==> src/rtl/bcrypt_proxy_rx.sv <==
// bcrypt_proxy_rx: round-robin poller and 1-bit serial frame receiver for the bcrypt proxies.
// Define BCRYPT_RX_PARITY_EN to expect a trailing even-parity bit after each frame payload.
`timescale 1ns/1ps
module bcrypt_proxy_rx #(
    parameter int NUM_PROXIES   = 4,
    parameter int FRAME_BYTES   = 16,
    parameter int START_TIMEOUT = 16,
    localparam int PW = (NUM_PROXIES > 1) ? $clog2(NUM_PROXIES) : 1
) (
    input  logic                   CLK,
    input  logic                   rst,
    input  logic [NUM_PROXIES-1:0] proxy_empty,
    output logic [NUM_PROXIES-1:0] proxy_rd_en,
    input  logic [NUM_PROXIES-1:0] proxy_dout,
    output logic [7:0]             out_data,
    output logic                   out_valid,
    input  logic                   out_ready,
    output logic                   out_last,
    output logic [PW-1:0]          out_proxy_num,
    output logic                   err,
    output logic [1:0]             err_code
);

    localparam int IW = (FRAME_BYTES > 1) ? $clog2(FRAME_BYTES) : 1;
    localparam int BW = $clog2(FRAME_BYTES * 8);
    localparam int TW = $clog2(START_TIMEOUT);

    typedef enum logic [2:0] {
        S_SCAN,
        S_REQ,
        S_WAIT_START,
        S_SHIFT,
`ifdef BCRYPT_RX_PARITY_EN
        S_PARITY,
`endif
        S_DRAIN
    } state_t;

    state_t         state;
    state_t         state_next;
    logic [PW-1:0]  ptr;
    logic [PW-1:0]  ptr_inc;
    logic [TW-1:0]  tcnt;
    logic [BW-1:0]  bit_cnt;
    logic [6:0]     shreg;
    logic [IW-1:0]  rd_idx;
    logic [IW-1:0]  wr_idx;
    logic [7:0]     fbuf [FRAME_BYTES];
`ifdef BCRYPT_RX_PARITY_EN
    logic           par;
`endif

    logic sel_empty;
    logic sel_dout;
    logic ptr_adv;
    logic req_fire;
    logic timeout;
    logic par_fail;

    assign sel_empty = proxy_empty[ptr];
    assign sel_dout  = proxy_dout[ptr];
    assign ptr_inc   = (ptr == PW'(NUM_PROXIES - 1)) ? '0 : ptr + PW'(1);
    assign wr_idx    = IW'(bit_cnt >> 3);

    always_ff @(posedge CLK) begin
        if (rst) state <= S_SCAN;
        else     state <= state_next;
    end

    // Next-state decode; the pointer only moves after an empty probe, a finished frame or an error.
    always_comb begin
        state_next = state;
        ptr_adv    = 1'b0;
        req_fire   = 1'b0;
        timeout    = 1'b0;
        par_fail   = 1'b0;
        case (state)
            S_SCAN: begin
                if (!sel_empty) begin
                    state_next = S_REQ;
                    req_fire   = 1'b1;
                end else begin
                    ptr_adv = 1'b1;
                end
            end
            S_REQ: state_next = S_WAIT_START;
            S_WAIT_START: begin
                if (sel_dout) begin
                    state_next = S_SHIFT;
                end else if (tcnt == TW'(START_TIMEOUT - 1)) begin
                    state_next = S_SCAN;
                    timeout    = 1'b1;
                    ptr_adv    = 1'b1;
                end
            end
            S_SHIFT: begin
                if (bit_cnt == BW'(FRAME_BYTES * 8 - 1)) begin
`ifdef BCRYPT_RX_PARITY_EN
                    state_next = S_PARITY;
`else
                    state_next = S_DRAIN;
`endif
                end
            end
`ifdef BCRYPT_RX_PARITY_EN
            S_PARITY: begin
                if (par ^ sel_dout) begin
                    state_next = S_SCAN;
                    par_fail   = 1'b1;
                    ptr_adv    = 1'b1;
                end else begin
                    state_next = S_DRAIN;
                end
            end
`endif
            S_DRAIN: begin
                if (out_ready && out_last) begin
                    state_next = S_SCAN;
                    ptr_adv    = 1'b1;
                end
            end
            default: state_next = S_SCAN;
        endcase
    end

    always_ff @(posedge CLK) begin
        if (rst) begin
            ptr         <= '0;
            proxy_rd_en <= '0;
            err         <= 1'b0;
            err_code    <= 2'd0;
            tcnt        <= '0;
            bit_cnt     <= '0;
            shreg       <= '0;
            rd_idx      <= '0;
`ifdef BCRYPT_RX_PARITY_EN
            par         <= 1'b0;
`endif
        end else begin
            proxy_rd_en <= req_fire ? (NUM_PROXIES'(1) << ptr) : '0;
            err         <= timeout | par_fail;
            if (timeout)       err_code <= 2'd1;
            else if (par_fail) err_code <= 2'd2;
            if (ptr_adv) ptr <= ptr_inc;
            case (state)
                S_REQ: tcnt <= '0;
                S_WAIT_START: begin
                    tcnt    <= tcnt + TW'(1);
                    bit_cnt <= '0;
`ifdef BCRYPT_RX_PARITY_EN
                    par     <= 1'b0;
`endif
                end
                S_SHIFT: begin
                    shreg   <= {sel_dout, shreg[6:1]};
                    bit_cnt <= bit_cnt + BW'(1);
                    rd_idx  <= '0;
`ifdef BCRYPT_RX_PARITY_EN
                    par     <= par ^ sel_dout;
`endif
                end
                S_DRAIN: if (out_ready) rd_idx <= rd_idx + IW'(1);
                default: ;
            endcase
        end
    end

    // Bits arrive LSB-first, so the eighth bit completes the byte on top of the seven already shifted in.
    always_ff @(posedge CLK) begin
        if (state == S_SHIFT && bit_cnt[2:0] == 3'd7) fbuf[wr_idx] <= {sel_dout, shreg};
    end

    always_comb begin
        out_valid     = (state == S_DRAIN);
        out_last      = out_valid && (rd_idx == IW'(FRAME_BYTES - 1));
        out_data      = out_valid ? fbuf[rd_idx] : 8'h00;
        out_proxy_num = ptr;
    end

endmodule

==> config.mk <==
export PLATFORM = sky130hd
export DESIGN_NAME = bcrypt_proxy_rx
export DESIGN_NICKNAME = d
export VERILOG_FILES = /design/src/rtl/bcrypt_proxy_rx.sv
export SDC_FILE = /design/constraint.sdc
export NUM_CORES = 1
export LEC_CHECK = 0
export BUFFER_PORTS_ARGS = -buffer_cell sky130_fd_sc_hd__buf_4
export CAP_MARGIN = 20
export CORE_MARGIN = 8
export CORE_UTILIZATION = 47
export DETAILED_ROUTE_END_ITERATION = 8
export PLACE_DENSITY = 0.6
export SYNTH_ARGS = -nofsm -noshare
export SYNTH_HDL_FRONTEND = slang
export SYNTH_SLANG_ARGS = --single-unit
==> constraint.sdc <==
create_clock -name CLK -period 2.8 [get_ports CLK]
set_input_delay 0.56 -clock CLK [delete_from_list [all_inputs] [get_ports CLK]]
set_output_delay 0.56 -clock CLK [all_outputs]
set_load 0.005 [all_outputs]
Word level (Yosys, flattened, before mapping). Memory sizes are Yosys's and may differ from the RTL's. A register that Yosys moved wholly into a read port is not among the register bits. Cells that the tools add are included.

Input port bits: 11. Memory bits (writable): 128. Bits in latches: 0. Logic and storage cells: 69. Memory bits (read-only): 0. Flip-flop bits (word level): 33. Memories kept: 1. Output and inout bits: 19.

Muxes and demuxes: 28. Order comparisons: 1. Reduce and logical (&&, ||, !) cells: 10. Shift operators: 1. Bitwise logic cells: 1. Multipliers: 0. Eq/ne operators: 14. Divide/modulo/power cells: 0. Add/subtract/negate cells: 4.

Memory list: fbuf (words 16, bits a word 8, rd ports 1, clocked after memory_dff 1, wr ports 1, RTL line 48) `logic [7:0] fbuf [FRAME_BYTES];`.

Operator list (number): one-hot mux 4 bit (2 select lines) (2); two-way mux 3 bit (5); one-hot mux 3 bit (5 select lines) (1); one-hot mux 7 bit (2 select lines) (1); two-way mux 4 bit (3); two-way mux 1 bit (11); adder 4 x 1 -> 4 bit, second input constant (2); equality test 4 bit, second input constant (2); two-way mux 8 bit (1); adder 7 x 1 -> 7 bit, second input constant (1); equality test 7 bit, second input constant (1); equality test 3 x 2 -> 1 bit, second input constant (2); equality test 3 bit, second input constant (2); nonzero test 2 bit (3); binary-select mux 1 bit (select 2 bit) (2); != test 2 x 1 -> 1 bit, second input constant (2); != test 2 bit, second input constant (2); AND reduction 4 bit (1); left shift 1 x 2 -> 4 bit, first input constant (1); equality test 3 x 1 -> 1 bit, second input constant (1); logical AND 1 bit (3); logical NOT 3 bit (1); less-than comparator 2 x 3 -> 1 bit, second input constant (1); != test 3 bit, second input constant (1); other kinds (7) (7).

Longest topological paths before layout. Gate-level depths: netlist of run 1.

Word-level depth: 6. Gate-level depth with buffers: 6.

Least setup slack after synthesis of run 1. OpenSTA, ideal clock, no wires.

Kind: reg2reg. From: register state[0]. To: memory fbuf[0][0], enable pin. Clock period less this slack: 2.378 ns. Arrival: 1.994 ns. Data required time: 2.417 ns. Cell stages (with the launch flop): 5. Path buffers: 1. Setup slack: 0.422 ns. Cell sequence: dfxtp_1 > clkbuf_1 > nand3b_1 > or4b_2 > nor3_1.

Longest elaborated chain between the ends: 4.

Ends and longest elaborated chain: from (decl) (RTL line 39) `state_t state;`; from (signal assigned) (RTL line 67) `else state <= state_next;`; equality test 3 x 2 -> 1 bit (RTL line 170) `if (state == S_SHIFT && bit_cnt[2:0] == 3'd7) fbuf[wr_idx] <= {sel_dout, shreg};`; logical AND 1 bit (RTL line 170); two-way mux 1 bit (RTL line 170); two-way mux 1 bit (not written as such) (RTL line 170); to (decl) (RTL line 48).

Every way passes these cells.

==> results of run 1 <==
[routing by layer]
| metal | up-vias | GRT usage, % | share of wire [%] |
|---|---|---|---|
| met5 | - | 0 | 0 |
| met4 | 0 | 6.18 | 0.60 |
| met3 | 4 | 3.10 | 5.0 |
| met2 | 66 | 25.7 | 52 |
| met1 | 1795 | 19.9 | 43 |
| li1 | 1692 | - | - |
[cell type report]
| type | count | area [um2] | share of cell area (%) |
|---|---|---|---|
| clock buffer | 19 | 433 | 5.60 |
| inverter | 2 | 7.51 | 0.0972 |
| tap | 180 | 225 | 2.91 |
| multi-input combinational | 213 | 1880 | 24.3 |
| clock inverter | 13 | 158 | 2.04 |
| sequential | 165 | 4590 | 59.4 |
| timing repair buffer | 53 | 435 | 5.64 |
[synthesized netlist by cell type (2+ instances only)]
master / count / share of area [%]
nand2_1: 27 / 1.5
nor3_1: 11 / 0.84
buf_2: 3 / 0.23
nor2_1: 22 / 1.3
o22ai_1: 9 / 0.86
o21ai_0: 9 / 0.69
clkbuf_1: 18 / 1.0
or2b_1: 2 / 0.23
nand2b_1: 7 / 0.67
a21oi_1: 21 / 1.6
nand4_1: 5 / 0.48
a22oi_1: 3 / 0.34
nor4_1: 4 / 0.38
mux4_2: 33 / 11
buf_1: 4 / 0.23
xor2_1: 2 / 0.27
ha_1: 5 / 0.95
and2_1: 4 / 0.38
inv_1: 2 / 0.11
dfxtp_1: 37 / 11
mux2i_1: 18 / 2.7
nand4b_1: 2 / 0.27
edfxtp_1: 128 / 59
nand3_1: 6 / 0.46
nand3b_1: 2 / 0.23
[cells in the final DEF, fill, tap and decap left out, drive strengths merged, types with 11 or more instances in the layout]
cell type,n
a21oi,21
buf,53
clkbuf,19
dfxtp,37
edfxtp,128
mux2i,18
mux4,34
nand2,27
nor2,22
nor3,11
[power by group]
part	switching (W)	internal, W
sequential	0.0000878	0.00269
clock	0.000893	0.00140
combinational	0.000245	0.000229
total	0.00123	0.00431
[worst min-delay path by stage]
stage / cells after the start / end / slack (ns) / start
3_3_place_gp: 2 / err_code[0] / 0.44 / err_code[0]
2_1_floorplan: 2 / err_code[0] / 0.44 / err_code[0]
6_report: 2 / proxy_rd_en[1] / 0.31 / proxy_empty[1]
5_1_grt: 2 / proxy_rd_en[1] / 0.30 / proxy_empty[1]
4_1_cts: 2 / proxy_rd_en[1] / 0.29 / proxy_empty[1]
3_5_place_dp: 2 / err_code[0] / 0.44 / err_code[0]
[sequential cells by signal, summed over array words and instances (netlist names), named ones only]
name	cells
fbuf	128
out_proxy_num	2
proxy_rd_en	4
err_code	1
err	1
state	3
tcnt	4
rd_idx	4
shreg	7
bit_cnt	7
[metrics by stage]
| stage | util, % | power [W] | instance area (um2) |
|---|---|---|---|
| finish | 56.1 | 0.00554 | 7730 |
| global route | 56.1 | 0.00574 | 7730 |
| CTS | 56.1 | 0.00560 | 7730 |
| detailed placement | 51.7 | 0.00331 | 7120 |
| global placement | 51.7 | 0.00329 | 7120 |
| floorplan | - | 0.00313 | 6570 |
[logic make-up (layout without fill, tap and decap cells)]
family / after synthesis / count (layout) / share of synthesized area (%)
AOI/OAI and AO/OA: 49 / 49 / 4.33
xor gates and xnor gates: 2 / 2 / 0.267
adders and majority gates: 5 / 5 / 0.953
buffers and inverters: 28 / 87 / 1.71
DFF: 165 / 165 / 69.8
muxes: 53 / 53 / 14.6
other: 1 / 1 / 0.0571
and+or+nand+nor: 103 / 103 / 8.23
==> impl_metrics.json, run 1 <==
{
  "worst_pin_slew_ns": 0.764,
  "grt_pass1_vias": 3689,
  "synth_nets": 422,
  "vias": 3557,
  "cap_viol_max_count": 0,
  "die_area_mm2": 0.0180,
  "path_clk_slew_ns": 0.06,
  "setup_tns_ns": 0,
  "cts_setup_buffers": 0,
  "cpMaxStageDelayCell": "mux4_2",
  "max_freq_mhz": 377,
  "critPathBufInv": 2,
  "fp-row-count": 43,
  "crit_type": "flip-flop to output port",
  "groute.usage.overall_pct": 15.6,
  "cp_top_family": "multiplexers",
  "cp-endpoint": "out_data[3]",
  "cp.required_ns": 2.24,
  "fillers": 1093,
  "post-route-drc-count": 0,
  "outcome": "completed",
  "coreArea_mm2": 0.0138,
  "fin_cells": 645,
  "grt-ovfl-total": 0,
  "clkLatencyLatePin_ns": 0.42,
  "viasPerCell": 5.51,
  "timing.hold.ws_ns": 0.312,
  "ios": 30,
  "synth_warnings": 0,
  "ant_nets": 0,
  "root_buffer": "clkbuf_16",
  "dp.final_hpwl_um": 8720,
  "antenna_found_initial": 0,
  "drt_iter0_markers": 299,
  "place_ws_ns": 0.354,
  "ys_types": 47,
  "antenna_cells": 0,
  "p_leak_nw": 2.52,
  "cts_max_level": 4,
  "syn_avg_cell_area_um2": 16.2,
  "end_kind": "output port",
  "peakVddDrop_mv": 0.369,
  "crit_path_max_fanout": 11,
  "area_growth_pct": 17.7,
  "nets": 468,
  "grt_first_pass_wirelength_um": 21000,
  "synth_seq_area_share_pct": 69.8,
  "holdBufCountCts": 0,
  "synthCells": 406,
  "ff2ff_path_depth": 4,
  "drv_slew": 0,
  "rr_endpoint": "fbuf[0][4]",
  "wl_per_cell_um": 20.5,
  "synth_seq_cells": 165,
  "cts_resized": 4,
  "cts_tree": "yes",
  "skew_ns": 0.00721,
  "synth_ff_type": "edfxtp_1",
  "fp.dieW_um": 134,
  "portBuffers": 28,
  "min_path_type": "input pin to flip-flop",
  "routed_wl_um": 13200,
  "fin_crit_sh_pct": 94.8,
  "cts_buffers": 17,
  "synth_edf_count": 128,
  "ys_async_sr_fraction_pct": 0,
  "drt_first_pass_iters": 4,
  "worstPathCellList": "buf_12 -> mux4_2 -> mux2i_1 -> o22ai_1 -> buf_4",
  "start_util_pct": 47.7,
  "place.gp.congestion": 0.746,
  "hold_viol_final": 0,
  "crit_cells": 5,
  "worst_path_largest_cell_delay_ns": 0.50,
  "min_period_ns": 2.65,
  "grt_max_degree": 35,
  "setup_viol": 0,
  "p_per_area_mw_per_mm2": 717,
  "rrSetupSlack_ns": 0.42,
  "critPathLaunchType": "flip-flop",
  "clock-sinks": 165,
  "finalWorstSetupSlack_ns": 0.146,
  "die_y_um": 134,
  "layout-drive-gt1-share_pct": 26.9,
  "cts_buffer_depth": 2,
  "rsz0062_at_grt": "no",
  "r2r-start": "state[0]",
  "arrival_ns": 2.09,
  "slew_headroom_pct": 49.0,
  "synth_area_mm2": 0.00657,
  "dp.cells": 613
}
Note: power is estimated with default switching activity, not from simulation.
==> inputs of run 2 (changes only) <==
- BUFFER_PORTS_ARGS: -buffer_cell sky130_fd_sc_hd__buf_4 -> default
- DONT_BUFFER_PORTS: default -> 1
- PLACE_DENSITY: 0.6 -> 0.58
- SLEW_MARGIN: default -> 20
==> impl_metrics.json, run 2 (synthesis gave the netlist of run 1 again) <==
{
  "swShare_pct": 21.8,
  "hold_viol_final": 0,
  "coreArea_mm2": 0.0138,
  "largest_reg_flops": 128,
  "viasPerCell": 5.66,
  "place.gp.congestion": 0.761,
  "r2r-start": "out_proxy_num[0]",
  "whs_path_depth": 1,
  "groute.usage.overall_pct": 15.1,
  "fp.dieW_um": 134,
  "fp-row-count": 43,
  "dp.final_hpwl_um": 8270,
  "worst_pin_slew_ns": 0.729,
  "critPathLaunchType": "flip-flop",
  "skew_ns": 0.00568,
  "arrival_ns": 2.00,
  "clockPowerShare_pct": 41.4,
  "cts_buffers": 17,
  "vias": 3491,
  "min_to": "err_code[0]",
  "min_period_ns": 2.56,
  "peakVddDrop_mv": 0.346,
  "max_freq_mhz": 391,
  "path_clk_slew_ns": 0.06,
  "cts_tree": "yes",
  "mostFrequentLayoutCell": "edfxtp_1",
  "fin_crit_sh_pct": 91.4,
  "antenna_found_initial": 0,
  "reg_top3": "fbuf (128), bit_cnt (7), shreg (7)",
  "post-route-drc-count": 0,
  "portBuffers": 0,
  "slew_headroom_pct": 50.8,
  "end_kind": "output port",
  "ios": 30,
  "drt_first_pass_iters": 4,
  "grt_first_pass_wirelength_um": 20200,
  "min_from": "rst",
  "drt_iter0_markers": 268,
  "wl_per_cell_um": 21.2,
  "p_leak_nw": 2.36,
  "start_util_pct": 47.7,
  "fillers": 1122,
  "area_growth_pct": 13.9,
  "ff2ff_path_depth": 4,
  "clkLatencyLatePin_ns": 0.42,
  "timing.hold.ws_ns": 0.211,
  "regMostFlops": "fbuf",
  "cp.required_ns": 2.24,
  "min_path_type": "input pin to flip-flop",
  "grt_max_degree": 35,
  "setup_tns_ns": 0,
  "p_int_w": 0.00426,
  "nets": 440,
  "p_sw_w": 0.00118,
  "clock-sinks": 165,
  "cap_viol_max_count": 0,
  "crit_type": "flip-flop to output port",
  "die_area_mm2": 0.0180,
  "outcome": "completed",
  "cts_buffer_depth": 2,
  "seqPwrFrac_pct": 50.7,
  "p_per_area_mw_per_mm2": 728,
  "p_comb_share_pct": 7.9,
  "die_y_um": 134,
  "layout-drive-gt1-share_pct": 20.6,
  "routed_wl_um": 13100,
  "cts_max_level": 4,
  "rrSetupSlack_ns": 0.54,
  "setup_viol": 0,
  "drv_slew": 0,
  "antenna_cells": 0,
  "grt-ovfl-total": 0,
  "ant_nets": 0,
  "grt_pass1_vias": 3437,
  "rsz0062_at_grt": "no",
  "final_cell_mix": "128 x edfxtp_1, 36 x dfxtp_1, 33 x mux4_2",
  "holdBufCountCts": 0,
  "root_buffer": "clkbuf_16",
  "crit_path_max_fanout": 23,
  "rr_endpoint": "out_proxy_num[0]"
}
run 2: how the worst max path moves through the flow:
stage | from | endpoint | cells after the start
floorplan | state[0] | fbuf[0][0] | 4
global placement | state[2] | out_data[5] | 3
detailed placement | state[2] | out_data[5] | 3
CTS | flip-flop | out_data[7] | 4
global route | state[2] | out_data[5] | 3
finish | flip-flop | out_data[7] | 4
run 2: area by class of cell:
class                   instances  area [um2]  share of cell area (%)
clock buffers                  20         437                    5.84
clock inverters                12         136                    1.82
inverters                       2        7.51                   0.100
multi-input cells             213        1870                    25.1
flip-flops and latches        165        4590                    61.3
well taps                     180         225                    3.01
repair buffers                 25         213                    2.84
run 2: metrics by stage:
step                power, W  cells  util, %  setup slack, ns  instance area [um2]
floorplan            0.00313    406        -            0.422                 6570
global placement     0.00323    585     50.1            0.477                 6900
detailed placement   0.00324    585     50.1            0.423                 6900
CTS                  0.00549    617     54.3            0.170                 7480
global route         0.00565    617     54.3           0.0399                 7480
finish               0.00544    617     54.3            0.242                 7480
run 2: metal layers:
layer | up-vias | share of wire (%) | wire, um | GRT usage, %
met4 | 0 | 1.4 | 178 | 6.74
met1 | 1784 | 44 | 5800 | 18.9
met5 | - | 0 | 0 | 0
met2 | 63 | 50 | 6610 | 24.8
met3 | 14 | 3.9 | 509 | 3.33
li1 | 1630 | - | - | -
run 2: power groups by stage:
stage / Combinational, W / Sequential [W] / Clock (W)
after floorplan: 0.000341 / 0.00279 / 0
after global placement: 0.000422 / 0.00280 / 0
after detailed placement: 0.000432 / 0.00281 / 0
after CTS: 0.000433 / 0.00276 / 0.00230
after global routing: 0.000480 / 0.00277 / 0.00240
final: 0.000430 / 0.00276 / 0.00225
run 2: worst max-delay path, stage by stage, from the launching register on:
cell     delay, ns
dfxtp_2       0.35
buf_12        0.22
mux4_2        0.52
mux2i_1       0.31
o22ai_1       0.18
run 2: what timing repair did:
action | 4_1_cts | 5_1_grt
setup endpoints to repair | 4 | 0
resized for setup | 1 | 0
setup buffers | 0 | 0
